**config.mk**
```make
export PLATFORM = sky130hd
export DESIGN_NAME = wb_grf
export DESIGN_NICKNAME = d
export VERILOG_FILES = /design/src/rtl/wb_grf.sv
export SDC_FILE = /design/constraint.sdc
export NUM_CORES = 2
export LEC_CHECK = 0
export CAP_MARGIN = 25
export CORE_AREA = 5 5 431 433
export CTS_BUF_LIST = sky130_fd_sc_hd__clkbuf_8
export CTS_CLUSTER_DIAMETER = 60
export CTS_CLUSTER_SIZE = 20
export DETAILED_ROUTE_END_ITERATION = 10
export DIE_AREA = 0 0 436 438
export PLACE_DENSITY = 0.67
export SETUP_SLACK_MARGIN = 0.5
export SYNTH_ARGS = -nofsm -noshare
export SYNTH_HDL_FRONTEND = slang
export SYNTH_SLANG_ARGS = --single-unit
```
**constraint.sdc**
```tcl
create_clock -name Clk -period 11.6 [get_ports Clk]
set_clock_uncertainty 0.1 [all_clocks]
set_input_delay 2.9 -clock Clk [delete_from_list [all_inputs] [get_ports Clk]]
set_output_delay 2.9 -clock Clk [all_outputs]
set_load 0.02 [all_outputs]
```
**src/rtl/wb_grf.sv**
```systemverilog
// Write-back register file (32x32) with W->D bypass and a first-word-fall-through
// commit-trace FIFO drained over a valid/ready handshake.
package wb_grf_pkg;
    localparam int unsigned XLEN = 32;
    localparam int unsigned RAW  = 5;
    localparam int unsigned NREG = 32;

    typedef struct packed {
        logic [XLEN-1:0] pc;
        logic [RAW-1:0]  a3;
        logic [XLEN-1:0] wd;
    } trace_entry_t;
endpackage

module wb_grf
    import wb_grf_pkg::*;
#(
    parameter int unsigned TRACE_DEPTH = 8,
    parameter int unsigned TRACE_AW    = 3
) (
    input  logic                Clk,
    input  logic                Reset,
    input  logic                WEnW,
    input  logic [RAW-1:0]      A3W,
    input  logic [XLEN-1:0]     WDW,
    input  logic [XLEN-1:0]     PCW,
    input  logic [RAW-1:0]      RA1,
    input  logic [RAW-1:0]      RA2,
    output logic [XLEN-1:0]     RD1,
    output logic [XLEN-1:0]     RD2,
    output logic                TrcValid,
    input  logic                TrcReady,
    output logic [XLEN-1:0]     TrcPC,
    output logic [RAW-1:0]      TrcA3,
    output logic [XLEN-1:0]     TrcWD,
    output logic [TRACE_AW:0]   TrcCount,
    output logic                TrcOverflow
);
    localparam int unsigned CW = TRACE_AW + 1;

    logic [XLEN-1:0]     regs_q [NREG];
    logic [XLEN-1:0]     regs_d [NREG];
    trace_entry_t        mem_q  [TRACE_DEPTH];
    trace_entry_t        mem_d  [TRACE_DEPTH];
    logic [TRACE_AW-1:0] wr_ptr_q, wr_ptr_d;
    logic [TRACE_AW-1:0] rd_ptr_q, rd_ptr_d;
    logic [CW-1:0]       count_q, count_d;
    logic                ovf_q, ovf_d;

    logic         commit, pop, full, push;
    trace_entry_t head;

    // A write to $0 is not a commit; reset suppresses commits outright.
    assign commit = WEnW && (A3W != '0) && !Reset;
    assign pop    = (count_q != '0) && TrcReady;
    assign full   = (count_q == CW'(TRACE_DEPTH));
    assign push   = commit && (!full || pop);

    always_comb begin
        regs_d   = regs_q;
        mem_d    = mem_q;
        wr_ptr_d = wr_ptr_q;
        rd_ptr_d = rd_ptr_q;
        count_d  = count_q;
        ovf_d    = ovf_q;

        if (commit) begin
            regs_d[A3W] = WDW;
        end
        if (push) begin
            mem_d[wr_ptr_q] = '{pc: PCW, a3: A3W, wd: WDW};
            wr_ptr_d        = wr_ptr_q + TRACE_AW'(1);
        end
        if (pop) begin
            rd_ptr_d = rd_ptr_q + TRACE_AW'(1);
        end
        case ({push, pop})
            2'b10:   count_d = count_q + CW'(1);
            2'b01:   count_d = count_q - CW'(1);
            default: count_d = count_q;
        endcase
        // A full FIFO without a concurrent pop drops the entry and flags it.
        if (commit && full && !pop) begin
            ovf_d = 1'b1;
        end
    end

    always_ff @(posedge Clk) begin
        if (Reset) begin
            for (int i = 0; i < int'(NREG); i++) begin
                regs_q[i] <= '0;
            end
            wr_ptr_q <= '0;
            rd_ptr_q <= '0;
            count_q  <= '0;
            ovf_q    <= 1'b0;
        end else begin
            regs_q   <= regs_d;
            wr_ptr_q <= wr_ptr_d;
            rd_ptr_q <= rd_ptr_d;
            count_q  <= count_d;
            ovf_q    <= ovf_d;
        end
    end

    // Trace storage needs no reset: the head is masked to zero while empty.
    always_ff @(posedge Clk) begin
        mem_q <= mem_d;
    end

    assign RD1 = (Reset || RA1 == '0)       ? '0  :
                 (commit && A3W == RA1)     ? WDW : regs_q[RA1];
    assign RD2 = (Reset || RA2 == '0)       ? '0  :
                 (commit && A3W == RA2)     ? WDW : regs_q[RA2];

    assign TrcValid    = (count_q != '0);
    assign head        = TrcValid ? mem_q[rd_ptr_q] : '0;
    assign TrcPC       = head.pc;
    assign TrcA3       = head.a3;
    assign TrcWD       = head.wd;
    assign TrcCount    = count_q;
    assign TrcOverflow = ovf_q;
endmodule
```
After elaboration in Yosys (flattened, before gate mapping)
Index checks and enable logic that the tools add are counted.
{"block": "op_classes", "addsub": 4, "multipliers": 0, "div_mod_pow": 0, "magnitude_cmp": 7, "eq_ne": 5, "shift": 0, "muxes": 21, "n_bitwise": 5, "reduce_logical": 21}
{"operator": "$bwmux W1024", "n": 1}
{"operator": "$bwmux W552", "n": 1}
{"operator": "$bmux W32 S5", "n": 2}
{"operator": "$mux W32", "n": 9}
{"operator": "$mux W69", "n": 4}
{"operator": "$bmux W69 S3", "n": 1}
{"operator": "$demux W69 S3", "n": 1}
{"operator": "$demux W32 S5", "n": 1}
{"operator": "$ge A6 B6 Y1 const B", "n": 3}
{"operator": "$not A5 Y6", "n": 3}
{"operator": "$eq A5 B5 Y1", "n": 2}
{"operator": "$logic_and A1 B1 Y1", "n": 10}
{"operator": "$logic_not A5 Y1", "n": 2}
{"operator": "$ge A4 B4 Y1 const B", "n": 2}
{"operator": "$not A3 Y4", "n": 2}
{"operator": "$pmux W4 S2", "n": 1}
{"operator": "$add A3 B1 Y3 const B", "n": 2}
{"operator": "$lt A6 B1 Y1 const B", "n": 1}
{"operator": "$reduce_bool A5 Y1", "n": 1}
{"operator": "$add A4 B1 Y4 const B", "n": 1}
{"operator": "$eq A4 B4 Y1 const B", "n": 1}
{"operator": "$lt A4 B1 Y1 const B", "n": 1}
{"operator": "$reduce_bool A4 Y1", "n": 1}
{"operator": "$sub A4 B1 Y4 const B", "n": 1}
{"operator": "other kinds (5)", "n": 9}
{"block": "word_totals", "register_bits": 1587, "latch_bits": 0, "ram_bits": 0, "rom_bits": 0, "in_bits": 83, "word_cells": 123, "mem_count": 0}

Longest topological paths before layout
{"block": "depth", "word_depth": 6, "depth_mapped": 12, "depth_no_buf": 10}

Worst setup path after synthesis
OpenSTA, ideal clock, no wires.
{"block": "synth_path", "path_type": "input-to-reg", "start": "input port A3W[4]", "end": "register mem_q[483] (netlist bit), enable pin", "setup_time_ns": 0.666, "arrival_ns": 10.086, "path_slack_ns": 0.748, "stages": 5, "path_cell_list": "buf_2 > nor3_2 > a21oi_2 > nand2_1 > nor4_1"}
{"block": "synth_via", "elab_chain_len": 4}
{"item": "from (decl)", "line": "24", "source": "input logic [RAW-1:0] A3W,"}
{"item": "$reduce_bool A5 Y1", "line": "54", "source": "assign commit = WEnW && (A3W != '0) && !Reset;"}
{"item": "$logic_and A1 B1 Y1 (2 in a row)", "line": "54"}
{"item": "$logic_and A1 B1 Y1", "line": "57", "source": "assign push = commit && (!full || pop);"}
{"item": "to (signal assigned)", "line": "108", "source": "mem_q <= mem_d;"}
{"item": "to (decl)", "line": "43", "source": "trace_entry_t mem_q [TRACE_DEPTH];"}
No other way between the ends.
A chain may end at the register's enable or synchronous reset.

Final worst setup path
{"block": "layout_path", "start": "input port A3W[1]", "end": "output port RD1[5]"}
{"block": "layout_via", "elab_chain_len": 6, "word_cells_on_any_way": 7, "cone_classes": "eq/ne (1); mux (2); reduce/logical (4)"}
{"item": "$reduce_bool A5 Y1", "line": "54"}
{"item": "$logic_and A1 B1 Y1 (2 in a row)", "line": "54"}
{"item": "$logic_and A1 B1 Y1 (*)", "line": "112", "source": "(commit && A3W == RA1) ? WDW : regs_q[RA1];"}
{"item": "$mux W32 (*)", "line": "112"}
{"item": "$mux W32 (*)", "line": "111", "source": "assign RD1 = (Reset || RA1 == '0) ? '0 :"}
{"item": "to (decl)", "line": "29", "source": "output logic [XLEN-1:0] RD1,"}
Every way passes the cells marked *; elsewhere a longest branch is shown, timed or not.

==> flow_summary_export.csv <==
group,metric,value,unit
outcome,status,"complete, no violations",
floorplanning,die_y,438,µm
cts,postCtsSetupRepairBufs,0,
grt,grt_pass1_wl,390000,µm
setup_path,crit_type,"in2out",
timing,rsz0062_at_grt,"false",
synth,synth_flop_cell,"dfxtp_1",
place,dp_hpwl,162000,µm
synth,synth_edf_count,552,
place,numPortBuffers,221,
min_path,min_path_cells,2,
place,place_ws,1440,ps
grt,grtUsageTotal,27.3,%
cts,cts-root-buf,"clkbuf_8",
timing,holdWs,373,ps
timing,max_slew.worst_pin.slew,1210,ps
route,wl_per_cell,28.7,µm
timing,fin_crit_sh,89.2,%
min_path,min_to,"regs_q[30]",
route,wirelength,272000,µm
setup_path,crit_top_cell,"clkdlybuf4s50_1",
cts,clk_pin_slew,100,ps
run,cap_violations,0,
setup_path,regToRegStartpoint,"TrcCount[1]",
grt,met3_usage,9.47,%
power_and_ir_drop,p_leak,0.0254,µW
timing,setup_viol,0,
setup_path,end_kind,"primary output",
timing,slew_viol_final,0,
cells_and_area,drive_gt1_share,13.8,%
cts,clock_latency,930,ps
min_path,hold_class,"reg2reg",
synth,yosysTopAreaCell,"dfxtp_1",
cts,cts.sinks,1587,
setup_path,critPathMaxFanout,26,
floorplanning,initial_utilization,40.7,%
min_path,hold_path.startpoint,"regs_q[30]",
route,postRouteAntennaNets,0,
power_and_ir_drop,vdd_drop_max,0.162,mV
grt,gr-max-usage-layer,"met2",
cts,cts_buffers,118,
setup_path,slowest_delay,1100,ps
setup_path,rrSetupSlack,7550,ps
synth,avgSynthCellArea,10.3,µm²
cells_and_area,num-nets-final,7056,
synth,syn-cell-area,74000,µm²
route,vias_per_cell,6.34,
floorplanning,die_area,191000,µm²
setup_path,timing.rr.end,"mem_q[474]",
cts,tritoncts,"yes",
synth,yosys-top-cells-area,"dfxtp_1, edfxtp_1, mux4_2",
synth,async_flop_share,0,%
timing,maxSlewHeadroom,19.2,%
floorplanning,io_pins,222,
timing,hold_viol,0,
grt,use_met1,35.2,%
setup_path,cp_slowest_cell,"clkdlybuf4s50_1",
route,drc,0,
place,gp_congestion,0.916,
synth,syn_inst,7154,
route,drt_first_iter_violations,9426,
cells_and_area,mostFrequentLayoutCell,"nand2_1",
cells_and_area,stdcell_area,81200,µm²
synth,seq_area_frac_synth,50.4,%
grt,grt_overflow,0,
grt,met2_usage,40.1,%
cells_and_area,area_growth,9.73,%
synth,ys_warn_count,0,
grt,grt_max_degree,214,
grt,antenna_found_initial,19,
route,vias,60100,
synth,ys_seq_elements,1587,
setup_path,crit_arrival,7350,ps
grt,grt_pass1_vias,57100,
setup_path,rr_worst_depth,6,
setup_path,startpoint_type,"primary input",
synth,synth_top_area_share,28.0,%
setup_path,crit_chain,"clkdlybuf4s50_1 -> nor2_1 -> a211o_1 -> o211ai_1 -> buf_4 -> nor3_1 -> a221o_1 -> clkdlybuf4s50_1",
route,drtPass1Iterations,7,
timing,fmax,96.6,MHz
cells_and_area,final_cell_mix,"nand2_1, a21oi_1, dfxtp_1",
setup_path,required,8600,ps
cts,cts_hold_buf,0,
timing,tns,0,ps
cells_and_area,nFillCells,16700,
synth,mappedNetlistNets,7242,
floorplanning,rows,157,
synth,ys_types,57,
timing,setup_slack,1250,ps
power_and_ir_drop,power_density,140,nW/µm²
cts,cts_max_path_buffers,3,
cts,htree_levels,3,
floorplanning,fp.dieW,436,µm
cts,cts_resized,0,
setup_path,setup.worst_path.start,"A3W[1]",
floorplanning,core_area,182000,µm²
place,place_area,78100,µm²
timing,fin_crit,10350,ps
## power breakdown
| part | switching, µW | total (µW) | internal, µW |
|---|---|---|---|
| logic | 1240 | 2020 | 779 |
| registers | 40.4 | 5840 | 5800 |
| clock network | 2090 | 3470 | 1380 |
| total | 3370 | 11300 | 7970 |
## area by class of cell
class / count / area [µm²] / area share, %
clock buffers: 127 / 1750 / 2.15
diodes: 13 / 32.5 / 0.0401
repair buffers: 412 / 3960 / 4.87
clock inverters: 94 / 1060 / 1.31
well taps: 2385 / 2980 / 3.67
multi-input cells: 4844 / 34100 / 42.0
inverters: 5 / 20.0 / 0.0247
flip-flops and latches: 1587 / 37300 / 45.9
## cells in the mapped netlist, types with 24 or more instances
cell,instances
nor3_1,71
a22oi_1,96
mux2i_1,449
dfxtp_1,1035
buf_4,24
mux4_2,460
nand2b_1,34
buf_2,134
a221oi_1,157
nor2b_1,39
o21bai_1,32
edfxtp_1,552
nor3b_1,32
a21oi_1,1090
a221o_1,96
nand2_1,2058
buf_1,62
o21ai_0,34
nor2_1,113
clkbuf_1,492
## flip-flops by register name (all words and copies together), names as in the netlist
name / flops
rd_ptr_q: 3
mem_q: 552
TrcCount: 4
TrcOverflow: 1
wr_ptr_q: 3
regs_q: 1024
## worst max-delay path: cells and delay by family
family / cells / cell delay [ps]
AO/OA/AOI/OAI: 3 / 1710
buffers and inverters: 3 / 2320
AND/OR/NAND/NOR: 2 / 380
## per-layer routing
| layer | wire length (µm) | share of wire (%) |
|---|---|---|
| met1 | 100000 | 37 |
| met2 | 116000 | 43 |
| met3 | 38500 | 14 |
| met4 | 17300 | 6.3 |
| met5 | 218 | 0.080 |
## per-stage QoR
step           total power [µW]  instances  utilization, %
2_1_floorplan              7140       7154               -
3_3_place_gp               7950       9217            42.9
3_5_place_dp               7970       9225            43.0
4_1_cts                   11400       9446            44.6
5_1_grt                   11700       9458            44.7
6_report                  11300       9467            44.7
## how the worst max path moves through the flow
stage	to	slack, ps	cells after the start
6_report	RD1[5]	1250	8
5_1_grt	RD1[5]	1290	8
4_1_cts	RD1[10]	1420	8
3_5_place_dp	RD1[10]	1440	8
3_3_place_gp	RD1[4]	1570	8
2_1_floorplan	mem_q[483]	750	5
## kinds of logic after synthesis
family                     count (synthesis)  synth area share (%)
buffers and inverters                    723                  4.08
and+or+nand+nor                         2391                  12.9
xor gates and xnor gates                  17                 0.201
AOI/OAI and AO/OA                       1518                  12.2
DFF                                     1587                  50.4
muxes                                    913                  20.1
adders and majority gates                  5                0.0845
Note: power is estimated with default switching activity, not from simulation.
